<file path="src/rtl/boot_bus_pkg.sv">
// Shared types and constants for the boot memory arbiter: FSM states, requester
// ids and the geometry of the boot ROM window.
package boot_bus_pkg;

  typedef enum logic [1:0] {
    IDLE   = 2'd0,
    ACCESS = 2'd1,
    DONE   = 2'd2
  } state_t;

  typedef enum logic {
    PORT_CPU = 1'b0,
    PORT_DBG = 1'b1
  } port_id_t;

  localparam logic [15:0] ROM_BASE_DEFAULT = 16'hFF00;
  localparam int          ROM_SIZE         = 256;
  localparam int          ROM_AW           = $clog2(ROM_SIZE);

endpackage

</file>
<file path="src/rtl/boot_bus_arb_if.sv">
// Bundle of both requester ports plus the memory-side port of the boot arbiter.
// slave is the arbiter's view; master is the requesters'/memories' view.
interface boot_bus_arb_if #(
  parameter int AW = 16
) ();

  logic          cpu_req;
  logic          cpu_we;
  logic [AW-1:0] cpu_a;
  logic [7:0]    cpu_din;
  logic [7:0]    cpu_dout;
  logic          cpu_ack;
  logic          cpu_err;

  logic          dbg_req;
  logic          dbg_we;
  logic [AW-1:0] dbg_a;
  logic [7:0]    dbg_din;
  logic [7:0]    dbg_dout;
  logic          dbg_ack;
  logic          dbg_err;

  logic          rom_sel;
  logic          ram_sel;
  logic [AW-1:0] mem_a;
  logic          mem_we;
  logic [7:0]    mem_din;
  logic [7:0]    rom_dout;
  logic [7:0]    ram_dout;

  modport slave (
    input  cpu_req, cpu_we, cpu_a, cpu_din,
    output cpu_dout, cpu_ack, cpu_err,
    input  dbg_req, dbg_we, dbg_a, dbg_din,
    output dbg_dout, dbg_ack, dbg_err,
    output rom_sel, ram_sel, mem_a, mem_we, mem_din,
    input  rom_dout, ram_dout
  );

  modport master (
    output cpu_req, cpu_we, cpu_a, cpu_din,
    input  cpu_dout, cpu_ack, cpu_err,
    output dbg_req, dbg_we, dbg_a, dbg_din,
    input  dbg_dout, dbg_ack, dbg_err,
    input  rom_sel, ram_sel, mem_a, mem_we, mem_din,
    output rom_dout, ram_dout
  );

endinterface

</file>
<file path="src/rtl/boot_bus_rr.sv">
// Two-way round-robin picker. The pointer remembers the last granted port so
// that, under contention, the other port wins next.
module boot_bus_rr
  import boot_bus_pkg::*;
(
  input  logic     clk,
  input  logic     rst_n,
  input  logic     en,
  input  logic [1:0] req,
  input  logic [1:0] mask,
  output logic     valid,
  output port_id_t id
);

  logic [1:0] cand;
  port_id_t   last_reg;

  genvar gi;
  generate
    for (gi = 0; gi < 2; gi++) begin : g_cand
      assign cand[gi] = req[gi] & ~mask[gi];
    end
  endgenerate

  always_comb begin
    valid = en & (|cand);
    id    = PORT_CPU;
    if (cand == 2'b11) begin
      id = (last_reg == PORT_CPU) ? PORT_DBG : PORT_CPU;
    end else if (cand[1]) begin
      id = PORT_DBG;
    end
  end

  always_ff @(posedge clk or negedge rst_n) begin
    if (!rst_n) begin
      last_reg <= PORT_DBG;
    end else if (valid) begin
      last_reg <= id;
    end
  end

endmodule

</file>
<file path="src/rtl/boot_bus_arb.sv">
// Boot memory arbiter: round-robin grant between CPU and debug port, programmable
// wait states, ROM/RAM decode, one-cycle ack and dropped ROM-window writes.
module boot_bus_arb
  import boot_bus_pkg::*;
#(
  parameter int          AW       = 16,
  parameter int unsigned WAIT     = 1,
  parameter logic [AW-1:0] ROM_BASE = ROM_BASE_DEFAULT
) (
  input  logic           clk,
  input  logic           rst_n,
  boot_bus_arb_if.slave  bus
);

  state_t        state_reg, state_next;
  port_id_t      winner_reg, gnt_id;
  logic          gnt_valid, arb_en;
  logic [1:0]    arb_req, arb_mask;
  logic          we_reg;
  logic [AW-1:0] a_reg;
  logic [7:0]    din_reg;
  logic [3:0]    cnt_reg;
  logic [7:0]    cpu_dout_reg, dbg_dout_reg;
  logic          in_rom, capture;
  logic          rom_sel, ram_sel, mem_we;
  logic          cpu_ack, dbg_ack, cpu_err, dbg_err;

  assign in_rom  = (a_reg[AW-1:ROM_AW] == ROM_BASE[AW-1:ROM_AW]);
  assign arb_req = {bus.dbg_req, bus.cpu_req};
  assign arb_en  = (state_reg != ACCESS);
  // The port being acked still holds req this cycle, so it must not re-win.
  assign arb_mask = (state_reg != DONE)       ? 2'b00 :
                    (winner_reg == PORT_DBG)  ? 2'b10 : 2'b01;
  assign capture = (state_reg == ACCESS) && (cnt_reg == 4'd0);

  boot_bus_rr u_rr (
    .clk   (clk),
    .rst_n (rst_n),
    .en    (arb_en),
    .req   (arb_req),
    .mask  (arb_mask),
    .valid (gnt_valid),
    .id    (gnt_id)
  );

  always_ff @(posedge clk or negedge rst_n) begin
    if (!rst_n) begin
      state_reg <= IDLE;
    end else begin
      state_reg <= state_next;
    end
  end

  always_comb begin
    state_next = state_reg;
    rom_sel    = 1'b0;
    ram_sel    = 1'b0;
    mem_we     = 1'b0;
    cpu_ack    = 1'b0;
    dbg_ack    = 1'b0;
    cpu_err    = 1'b0;
    dbg_err    = 1'b0;
    case (state_reg)
      IDLE: begin
        if (gnt_valid) state_next = ACCESS;
      end
      ACCESS: begin
        rom_sel = in_rom;
        ram_sel = ~in_rom;
        mem_we  = we_reg & ~in_rom;
        if (cnt_reg == 4'd0) state_next = DONE;
      end
      DONE: begin
        state_next = gnt_valid ? ACCESS : IDLE;
        if (winner_reg == PORT_DBG) begin
          dbg_ack = 1'b1;
          dbg_err = we_reg & in_rom;
        end else begin
          cpu_ack = 1'b1;
          cpu_err = we_reg & in_rom;
        end
      end
      default: state_next = IDLE;
    endcase
  end

  // Request latch, wait counter and per-port read data registers.
  always_ff @(posedge clk or negedge rst_n) begin
    if (!rst_n) begin
      winner_reg   <= PORT_DBG;
      we_reg       <= 1'b0;
      a_reg        <= '0;
      din_reg      <= '0;
      cnt_reg      <= '0;
      cpu_dout_reg <= '0;
      dbg_dout_reg <= '0;
    end else begin
      if (gnt_valid) begin
        winner_reg <= gnt_id;
        we_reg     <= (gnt_id == PORT_DBG) ? bus.dbg_we  : bus.cpu_we;
        a_reg      <= (gnt_id == PORT_DBG) ? bus.dbg_a   : bus.cpu_a;
        din_reg    <= (gnt_id == PORT_DBG) ? bus.dbg_din : bus.cpu_din;
        cnt_reg    <= 4'(WAIT);
      end else if (state_reg == ACCESS && cnt_reg != 4'd0) begin
        cnt_reg <= cnt_reg - 4'd1;
      end
      if (capture && !we_reg) begin
        if (winner_reg == PORT_DBG) begin
          dbg_dout_reg <= in_rom ? bus.rom_dout : bus.ram_dout;
        end else begin
          cpu_dout_reg <= in_rom ? bus.rom_dout : bus.ram_dout;
        end
      end
    end
  end

  assign bus.rom_sel  = rom_sel;
  assign bus.ram_sel  = ram_sel;
  assign bus.mem_we   = mem_we;
  assign bus.mem_a    = a_reg;
  assign bus.mem_din  = din_reg;
  assign bus.cpu_ack  = cpu_ack;
  assign bus.cpu_err  = cpu_err;
  assign bus.cpu_dout = cpu_dout_reg;
  assign bus.dbg_ack  = dbg_ack;
  assign bus.dbg_err  = dbg_err;
  assign bus.dbg_dout = dbg_dout_reg;

endmodule

</file>
<file path="src/flat_wrapper.sv">
// flat-port wrapper written by rule: the top's interface ports become plain ports
module boot_bus_arb_flat import boot_bus_pkg::*;
#(
  parameter int          AW       = 16,
  parameter int unsigned WAIT     = 1,
  parameter logic [AW-1:0] ROM_BASE = ROM_BASE_DEFAULT
)
  (clk, rst_n, bus_cpu_req, bus_cpu_we, bus_cpu_a, bus_cpu_din, bus_cpu_dout, bus_cpu_ack, bus_cpu_err, bus_dbg_req, bus_dbg_we, bus_dbg_a, bus_dbg_din, bus_dbg_dout, bus_dbg_ack, bus_dbg_err, bus_rom_sel, bus_ram_sel, bus_mem_a, bus_mem_we, bus_mem_din, bus_rom_dout, bus_ram_dout);
  boot_bus_arb_if #(.AW(AW)) bus_i ();
  input  logic clk;
  input  logic rst_n;
  input wire logic [$bits(bus_i.cpu_req)-1:0] bus_cpu_req;
  input wire logic [$bits(bus_i.cpu_we)-1:0] bus_cpu_we;
  input wire logic [$bits(bus_i.cpu_a)-1:0] bus_cpu_a;
  input wire logic [$bits(bus_i.cpu_din)-1:0] bus_cpu_din;
  output wire logic [$bits(bus_i.cpu_dout)-1:0] bus_cpu_dout;
  output wire logic [$bits(bus_i.cpu_ack)-1:0] bus_cpu_ack;
  output wire logic [$bits(bus_i.cpu_err)-1:0] bus_cpu_err;
  input wire logic [$bits(bus_i.dbg_req)-1:0] bus_dbg_req;
  input wire logic [$bits(bus_i.dbg_we)-1:0] bus_dbg_we;
  input wire logic [$bits(bus_i.dbg_a)-1:0] bus_dbg_a;
  input wire logic [$bits(bus_i.dbg_din)-1:0] bus_dbg_din;
  output wire logic [$bits(bus_i.dbg_dout)-1:0] bus_dbg_dout;
  output wire logic [$bits(bus_i.dbg_ack)-1:0] bus_dbg_ack;
  output wire logic [$bits(bus_i.dbg_err)-1:0] bus_dbg_err;
  output wire logic [$bits(bus_i.rom_sel)-1:0] bus_rom_sel;
  output wire logic [$bits(bus_i.ram_sel)-1:0] bus_ram_sel;
  output wire logic [$bits(bus_i.mem_a)-1:0] bus_mem_a;
  output wire logic [$bits(bus_i.mem_we)-1:0] bus_mem_we;
  output wire logic [$bits(bus_i.mem_din)-1:0] bus_mem_din;
  input wire logic [$bits(bus_i.rom_dout)-1:0] bus_rom_dout;
  input wire logic [$bits(bus_i.ram_dout)-1:0] bus_ram_dout;
  assign bus_i.cpu_req = bus_cpu_req;
  assign bus_i.cpu_we = bus_cpu_we;
  assign bus_i.cpu_a = bus_cpu_a;
  assign bus_i.cpu_din = bus_cpu_din;
  assign bus_cpu_dout = bus_i.cpu_dout;
  assign bus_cpu_ack = bus_i.cpu_ack;
  assign bus_cpu_err = bus_i.cpu_err;
  assign bus_i.dbg_req = bus_dbg_req;
  assign bus_i.dbg_we = bus_dbg_we;
  assign bus_i.dbg_a = bus_dbg_a;
  assign bus_i.dbg_din = bus_dbg_din;
  assign bus_dbg_dout = bus_i.dbg_dout;
  assign bus_dbg_ack = bus_i.dbg_ack;
  assign bus_dbg_err = bus_i.dbg_err;
  assign bus_rom_sel = bus_i.rom_sel;
  assign bus_ram_sel = bus_i.ram_sel;
  assign bus_mem_a = bus_i.mem_a;
  assign bus_mem_we = bus_i.mem_we;
  assign bus_mem_din = bus_i.mem_din;
  assign bus_i.rom_dout = bus_rom_dout;
  assign bus_i.ram_dout = bus_ram_dout;
  boot_bus_arb #(.AW(AW), .WAIT(WAIT), .ROM_BASE(ROM_BASE)) u_core (.clk(clk), .rst_n(rst_n), .bus(bus_i));
endmodule
</file>
<file path="config.mk">
export PLATFORM = sky130hd
export DESIGN_NAME = boot_bus_arb_flat
export DESIGN_NICKNAME = d
export VERILOG_FILES = /design/src/rtl/boot_bus_pkg.sv /design/src/rtl/boot_bus_arb_if.sv /design/src/rtl/boot_bus_rr.sv /design/src/rtl/boot_bus_arb.sv /design/src/flat_wrapper.sv
export SDC_FILE = /design/constraint.sdc
export NUM_CORES = 1
export LEC_CHECK = 0
export CAP_MARGIN = 20
export CORE_ASPECT_RATIO = 1.4
export CORE_MARGIN = 5
export CORE_UTILIZATION = 43
export DETAILED_ROUTE_END_ITERATION = 16
export PLACE_DENSITY = 0.83
export RECOVER_POWER = 50
export SKIP_LAST_GASP = 1
export SYNTH_ARGS = -nofsm -noshare
export SYNTH_HDL_FRONTEND = slang
export SYNTH_SLANG_ARGS = --single-unit
</file>
<file path="constraint.sdc">
create_clock -name clk -period 5.1 [get_ports clk]
set_input_delay 0.765 -clock clk [delete_from_list [all_inputs] [get_ports clk]]
set_output_delay 0.765 -clock clk [all_outputs]
set_load 0.01 [all_outputs]
</file>
==> results.py, run 1 <==
metrics = {
    "cts": {
        "tritoncts.num_buffers": 5,
        "cts.sink_count": 48,
        "cts_repair_resize_count": 0,
        "number_of_h_tree_levels": 2,
        "postCtsHoldBufs": 0,
        "tritoncts_clock_tree": "yes",
        "max-clock-path-buffers": 2,
        "cts.reportedPaths.clkPinSlew_ns": 0.08,
        "worstSkewPairLatency_ns": 0.30,
        "post-cts-setup-buffer-count": 0,
        "root_buffer_cell": "sky130_fd_sc_hd__clkbuf_8",
    },
    "placement": {
        "dp_hpwl_mm": 4.64,
        "io_buffers": 116,
        "finalWeightedCongestion": 0.729,
        "dp.cells": 370,
    },
    "synth": {
        "ys_types": 34,
        "synth_async_sr_flop_share_pct": 100,
        "synth_cells": 193,
        "synth_nets": 264,
        "synth.yosys.warnings": 0,
        "yosys_most_used_dff": "sky130_fd_sc_hd__dfrtp_1",
        "synth.avg_cell_area_um2": 12.2,
        "synth.yosys.seq_area_share_pct": 51.1,
        "synth_enable_flop_cells": 0,
        "netlist_area_um2": 2350,
        "postSynthRegisterBits": 48,
    },
    "run_status": {
        "outcome": "finished with violations",
        "failed_checks": "capacitance limit, slew limit",
    },
    "timing": {
        "timing_max_transition_violations_final": 42,
        "worst_slew_pin_slew_ns": 2.11,
        "final_hold_viol_count": 0,
        "timing.final.crit_share_pct": 59.5,
        "period_minus_slack_ns": 3.03,
        "setup_tns_ns": 0,
        "timing.fmax_mhz": 330,
        "slew_headroom_pct": -40.6,
        "grt_setup_unrepaired": "no",
        "timing.final.setup_violations": 0,
        "timing.clock.skew_ns": 0.0101,
    },
    "routing": {
        "vias": 1929,
        "routedWlPerCell_um": 15.4,
        "iteration_count_of_the_initial_detailed_routing_pass": 4,
        "sum_of_met3_wire_segment_lengths_after_detailed_routing_um": 692,
        "drt-initial-drc-count": 49,
        "wirelength_mm": 5.83,
        "drt.antenna.violating_nets": 0,
        "route.detailed.vias_per_inst": 5.09,
        "top_layer": "met4",
        "routed-wl-met2_mm": 2.96,
        "post-route-drc-count": 0,
        "route.layer.met1.wl_mm": 2.03,
    },
    "setup_path": {
        "crit_path_start_kind": "register",
        "timing.critical_path.required_ns": 4.34,
        "worstPathArrival_ns": 2.27,
        "crit_type": "reg -> out",
        "critical_path.cell_chain": "nand4_1 -> nor2_2 -> nand2_1 -> nor3_1 -> clkdlybuf4s50_1",
        "slowest_delay_ns": 0.58,
        "worst-path-max-fanout": 10,
        "critical_path.endpoint_type": "output port",
        "slowest_stage": "sky130_fd_sc_hd__clkdlybuf4s50_1",
    },
    "pwr": {
        "combinationalPowerShare_pct": 49.9,
        "p_seq_share_pct": 36.3,
        "swShare_pct": 33.3,
        "power_switching_uw": 634,
        "p_per_area_nw_per_um2": 522,
        "intPower_mw": 1.27,
        "ir_worst_vdd_mv": 0.297,
        "share_clk_of_total_power_pct": 13.8,
        "power.leakage_nw": 1.46,
    },
    "die": {
        "placement_rows": 32,
        "design.core.area_um2": 5410,
        "design.die.area_um2": 7070,
        "initial_utilization_pct": 43.5,
        "floorplan.die.height_um": 97.5,
        "die_width_um": 72.5,
        "ports_placed_on_the_boundary": 117,
    },
    "finish": {
        "num-fill-cells": 448,
        "largest_register_ff_count": 16,
        "commonest_cells_after_routing_fill_and_taps_aside": "93 x sky130_fd_sc_hd__clkdlybuf4s50_1, 50 x sky130_fd_sc_hd__mux2_2, 47 x sky130_fd_sc_hd__dfrtp_1, 22 x sky130_fd_sc_hd__dlygate4sd3_1, 15 x sky130_fd_sc_hd__nor2_1",
        "antennaDiodeCount": 0,
        "final-instance-count-excl-fill": 379,
        "area_growth_syn_to_layout_pct": 55.4,
        "most_frequent_standard_cell_in_the_layout_excluding_fill_and_tap_cells": "sky130_fd_sc_hd__clkdlybuf4s50_1",
        "post_route_cells_drive_above_1_share_pct": 20.9,
        "net_count_of_the_finished_layout": 381,
    },
    "global_route": {
        "grt_first_pass_wirelength_mm": 9.45,
        "grt_antenna_before_repair": 0,
        "groute.usage.overall_pct": 17.0,
        "grt_pass1_vias": 2081,
        "grt_max_degree": 49,
        "globalRouteOverflowTotal": 0,
    },
    "flow_run": {
        "max_cap_violations": 1,
    },
    "hold_path": {
        "hold_class": "in -> async",
    },
}
## Yosys cell counts, types with 3 or more instances
| cell | number | area share, % |
|---|---|---|
| sky130_fd_sc_hd__mux2_2 | 50 | 24 |
| sky130_fd_sc_hd__dfrtp_1 | 47 | 50 |
| sky130_fd_sc_hd__nor2_1 | 15 | 2.4 |
| sky130_fd_sc_hd__nand2_1 | 10 | 1.6 |
| sky130_fd_sc_hd__mux2i_1 | 9 | 3.8 |
| sky130_fd_sc_hd__a21oi_1 | 8 | 1.7 |
| sky130_fd_sc_hd__inv_1 | 7 | 1.1 |
| sky130_fd_sc_hd__o21ai_1 | 6 | 1.3 |
| sky130_fd_sc_hd__buf_2 | 4 | 0.85 |
| sky130_fd_sc_hd__buf_6 | 3 | 1.4 |
| sky130_fd_sc_hd__nand2b_1 | 3 | 0.80 |
| sky130_fd_sc_hd__nor3_1 | 3 | 0.64 |
## final cells by class
type,instances,area [µm²],share of cell area [%]
multi-input cells,129,1060,29.1
well taps,68,85.1,2.33
repair buffers,119,1170,32.1
clock buffers,7,76.3,2.09
inverters,7,26.3,0.719
clock inverters,1,30.0,0.821
flip-flops and latches,48,1200,32.9
## metal layers
metal	vias up	track usage, %
met3	13	7.45
met1	911	17.9
met2	91	29.5
li1	914	-
met4	0	6.25
met5	-	0
## power by group through the flow
stage / Combinational, mW / Sequential [mW] / Clock, mW
after floorplan: 0.444 / 0.762 / 0
after global placement: 0.970 / 0.695 / 0
after detailed placement: 0.992 / 0.703 / 0
after CTS: 0.997 / 0.698 / 0.270
after global routing: 1.03 / 0.722 / 0.284
final: 0.952 / 0.692 / 0.263
## through the flow
stage	utilization, %	area, µm²	power (mW)	setup slack [ns]	hold WS [ns]
after floorplan	-	2350	1.21	2.99	0.469
after global placement	65.6	3550	1.67	2.16	0.461
after detailed placement	65.6	3550	1.70	2.09	0.465
after CTS	67.6	3650	1.97	2.03	0.483
after global routing	67.6	3660	2.04	1.82	0.389
final	67.6	3660	1.91	2.07	0.365
## cells by family (layout without fill, tap and decap cells)
logic type,Yosys count,in the layout,synth area share [%]
AO/OA/AOI/OAI,22,22,5.90
XOR/XNOR,3,3,1.12
adder cells (fa/ha/maj),1,1,0.532
buffers and inverters,16,134,3.72
flip-flops,48,48,51.1
multiplexers,59,59,27.8
AND/OR/NAND/NOR,44,44,9.84
## path summary, 6_finish.rpt
path | start | endpoint | slack (ns) | cells past startpoint
worst min register to register | u_core.bus.cpu_dout[1] | u_core.bus.cpu_dout[1] | 0.47 | 2
max in group asynchronous | rst_n | u_core.cnt_reg[1] | 2.43 | 2
worst max-delay path | u_core.bus.mem_a[14] | bus_cpu_err | 2.07 | 5
worst min-delay path | rst_n | u_core.bus.dbg_dout[2] | 0.37 | 1
worst max register to register | u_core.winner_reg | u_core.bus.mem_a[15] | 2.81 | 5
min in group clk | u_core.bus.cpu_dout[1] | u_core.bus.cpu_dout[1] | 0.47 | 2
## worst max-delay path, delay by kind of cell (launching register included)
kind,cells,cell delay (ns)
buf+inv,1,0.58
flops,1,0.40
simple gates,4,0.99
Power figures use the tool's default switching activity.
==> inputs of run 2 (changes only) <==
Settings changed: CORE_UTILIZATION 43 to 36, PLACE_DENSITY 0.83 to 0.74.
Clock period 5.1 ns to 2.5 ns, I/O delays scaled along.
==> run 2 against run 1 <==
  * The run now ends clean
  * Count of clock-buffer cells in the layout fell by 1
  * Non-clock buffer count increased by 3
  * Worst setup slack got worse by 1.8 ns
  * Via count down 2.6%
  * Largest power group unchanged
  * Highest routed layer unchanged
==> results.py, run 2 (synthesized netlist as in run 1, its figures left out) <==
metrics = {
    "cts": {
        "cts.sink_count": 48,
        "tritoncts.num_buffers": 5,
        "root_buffer_cell": "sky130_fd_sc_hd__clkbuf_8",
        "tritoncts_clock_tree": "yes",
        "post-cts-setup-buffer-count": 0,
        "number_of_h_tree_levels": 2,
        "postCtsHoldBufs": 0,
        "max-clock-path-buffers": 2,
        "cts_repair_resize_count": 0,
        "worstSkewPairLatency_ns": 0.31,
        "cts.reportedPaths.clkPinSlew_ns": 0.10,
    },
    "timing": {
        "timing.final.crit_share_pct": 90.9,
        "slew_headroom_pct": 8.90,
        "grt_setup_unrepaired": "no",
        "period_minus_slack_ns": 2.27,
        "finalHoldWorstSlack_ns": 0.356,
        "timing_max_transition_violations_final": 0,
        "worst_slew_pin_slew_ns": 1.37,
        "timing.fmax_mhz": 440,
        "setup_tns_ns": 0,
        "final_hold_viol_count": 0,
        "timing.clock.skew_ns": 0.00988,
        "timing.final.setup_violations": 0,
    },
    "die": {
        "floorplan.die.height_um": 106,
        "design.die.area_um2": 8270,
        "design.core.area_um2": 6480,
        "ports_placed_on_the_boundary": 117,
        "placement_rows": 35,
        "die_width_um": 78.3,
        "initial_utilization_pct": 36.3,
    },
    "setup_path": {
        "slowest_delay_ns": 0.54,
        "crit_path_start_kind": "register",
        "slowest_stage": "sky130_fd_sc_hd__clkdlybuf4s50_1",
        "worst-path-max-fanout": 7,
        "timing.critical_path.required_ns": 2.12,
        "critical_path.cell_chain": "nand2b_1 -> nor2_1 -> and2_1 -> clkdlybuf4s50_1",
        "worstPathArrival_ns": 1.90,
        "critical_path.endpoint_type": "output port",
        "crit_type": "reg -> out",
    },
    "pwr": {
        "swShare_pct": 34.1,
        "intPower_mw": 2.56,
        "power_switching_mw": 1.33,
        "ir_worst_vdd_mv": 0.584,
        "p_seq_share_pct": 36.3,
        "overall_power_mw": 3.88,
        "p_per_area_nw_per_um2": 1050,
        "combinationalPowerShare_pct": 50.9,
        "power.leakage_nw": 1.49,
        "share_clk_of_total_power_pct": 12.9,
    },
    "hold_path": {
        "hold_class": "in -> async",
    },
    "global_route": {
        "grt_pass1_vias": 2065,
        "grt_antenna_before_repair": 0,
        "grt_max_degree": 31,
        "grt_first_pass_wirelength_mm": 9.78,
        "groute.usage.overall_pct": 14.9,
        "globalRouteOverflowTotal": 0,
    },
    "placement": {
        "dp.cells": 380,
        "dp_hpwl_mm": 4.77,
        "post_place_instance_area_um2": 3620,
        "io_buffers": 116,
        "finalWeightedCongestion": 0.752,
    },
    "finish": {
        "sequential_cell_area_um2": 1200,
        "post_route_cells_drive_above_1_share_pct": 22.6,
        "largest_register_ff_count": 16,
        "multiInputGateArea_um2": 1060,
        "num-fill-cells": 570,
        "antennaDiodeCount": 0,
        "final-instance-count-excl-fill": 388,
        "post-route-cell-area_um2": 3700,
        "area_growth_syn_to_layout_pct": 57.4,
        "net_count_of_the_finished_layout": 384,
        "commonest_cells_after_routing_fill_and_taps_aside": "94 x sky130_fd_sc_hd__clkdlybuf4s50_1, 50 x sky130_fd_sc_hd__mux2_2, 47 x sky130_fd_sc_hd__dfrtp_1, 21 x sky130_fd_sc_hd__dlygate4sd3_1, 15 x sky130_fd_sc_hd__nor2_1",
        "most_frequent_standard_cell_in_the_layout_excluding_fill_and_tap_cells": "sky130_fd_sc_hd__clkdlybuf4s50_1",
    },
    "routing": {
        "routedWlPerCell_um": 15.6,
        "drt.antenna.violating_nets": 0,
        "drt-initial-drc-count": 35,
        "post-route-drc-count": 0,
        "route.detailed.vias_per_inst": 4.84,
        "vias": 1879,
        "iteration_count_of_the_initial_detailed_routing_pass": 4,
        "wirelength_mm": 6.07,
    },
    "flow_run": {
        "max_cap_violations": 0,
    },
    "run_status": {
        "outcome": "finished clean",
    },
}
run 2: changes by cell type in the layout (fill, tap and decap cells not counted):
cell	delta
sky130_fd_sc_hd__clkbuf_1	-3
sky130_fd_sc_hd__buf_12	+2
sky130_fd_sc_hd__buf_4	+1
sky130_fd_sc_hd__bufinv_16	-1
sky130_fd_sc_hd__clkbuf_2	+1
sky130_fd_sc_hd__clkbuf_8	+1
sky130_fd_sc_hd__clkdlybuf4s50_1	+1
sky130_fd_sc_hd__clkinv_2	+1
sky130_fd_sc_hd__dlygate4sd3_1	-1
sky130_fd_sc_hd__inv_6	+1
run 2: metal layers:
layer,GRT usage (%),wire length (µm),vias up
met5,0,0,-
met1,15.9,2260,882
met3,6.32,597,8
li1,-,-,915
met4,5.25,108,0
met2,26.1,3100,74
run 2: path summary, 6_finish.rpt:
check	end	slack [ns]	depth (start not counted)	startpoint
worst max-delay path	bus_mem_we	0.23	4	u_core.state_reg[1]
worst min-delay path	u_core.bus.mem_a[4]	0.36	1	rst_n
worst max register to register	u_core.bus.cpu_dout[2]	0.52	6	u_core.cnt_reg[0]
worst min register to register	u_core.bus.cpu_dout[2]	0.48	2	u_core.bus.cpu_dout[2]
max in group asynchronous	u_core.bus.mem_din[2]	0.86	2	rst_n
min in group clk	u_core.bus.cpu_dout[2]	0.48	2	u_core.bus.cpu_dout[2]
run 2: final cells by class:
| class | instances | area share [%] |
|---|---|---|
| clock buffers | 6 | 2.23 |
| inverters | 7 | 0.710 |
| well taps | 74 | 2.50 |
| multi-input cells | 129 | 28.7 |
| flip-flops and latches | 48 | 32.5 |
| repair buffers | 122 | 33.0 |
| clock inverters | 2 | 0.372 |
run 2: through the flow:
stage | utilization (%) | worst slack (ns)
2_1_floorplan | - | 0.526
3_3_place_gp | 55.9 | 0.401
3_5_place_dp | 55.9 | 0.360
4_1_cts | 57.4 | 0.198
5_1_grt | 57.1 | 0.0567
6_report | 57.1 | 0.226
run 2: power by group through the flow:
stage,clock (mW),sequential (mW),combinational (mW)
finish,0.500,1.41,1.97
global route,0.554,1.47,2.14
CTS,0.520,1.42,2.08
detailed placement,0,1.44,2.07
global placement,0,1.42,2.04
floorplan,0,1.55,0.907
run 2: worst max-delay path: cells and delay by family, from the launching register on:
family | cells | cell delay [ns]
buf+inv | 1 | 0.54
flops | 1 | 0.45
simple gates | 3 | 0.60
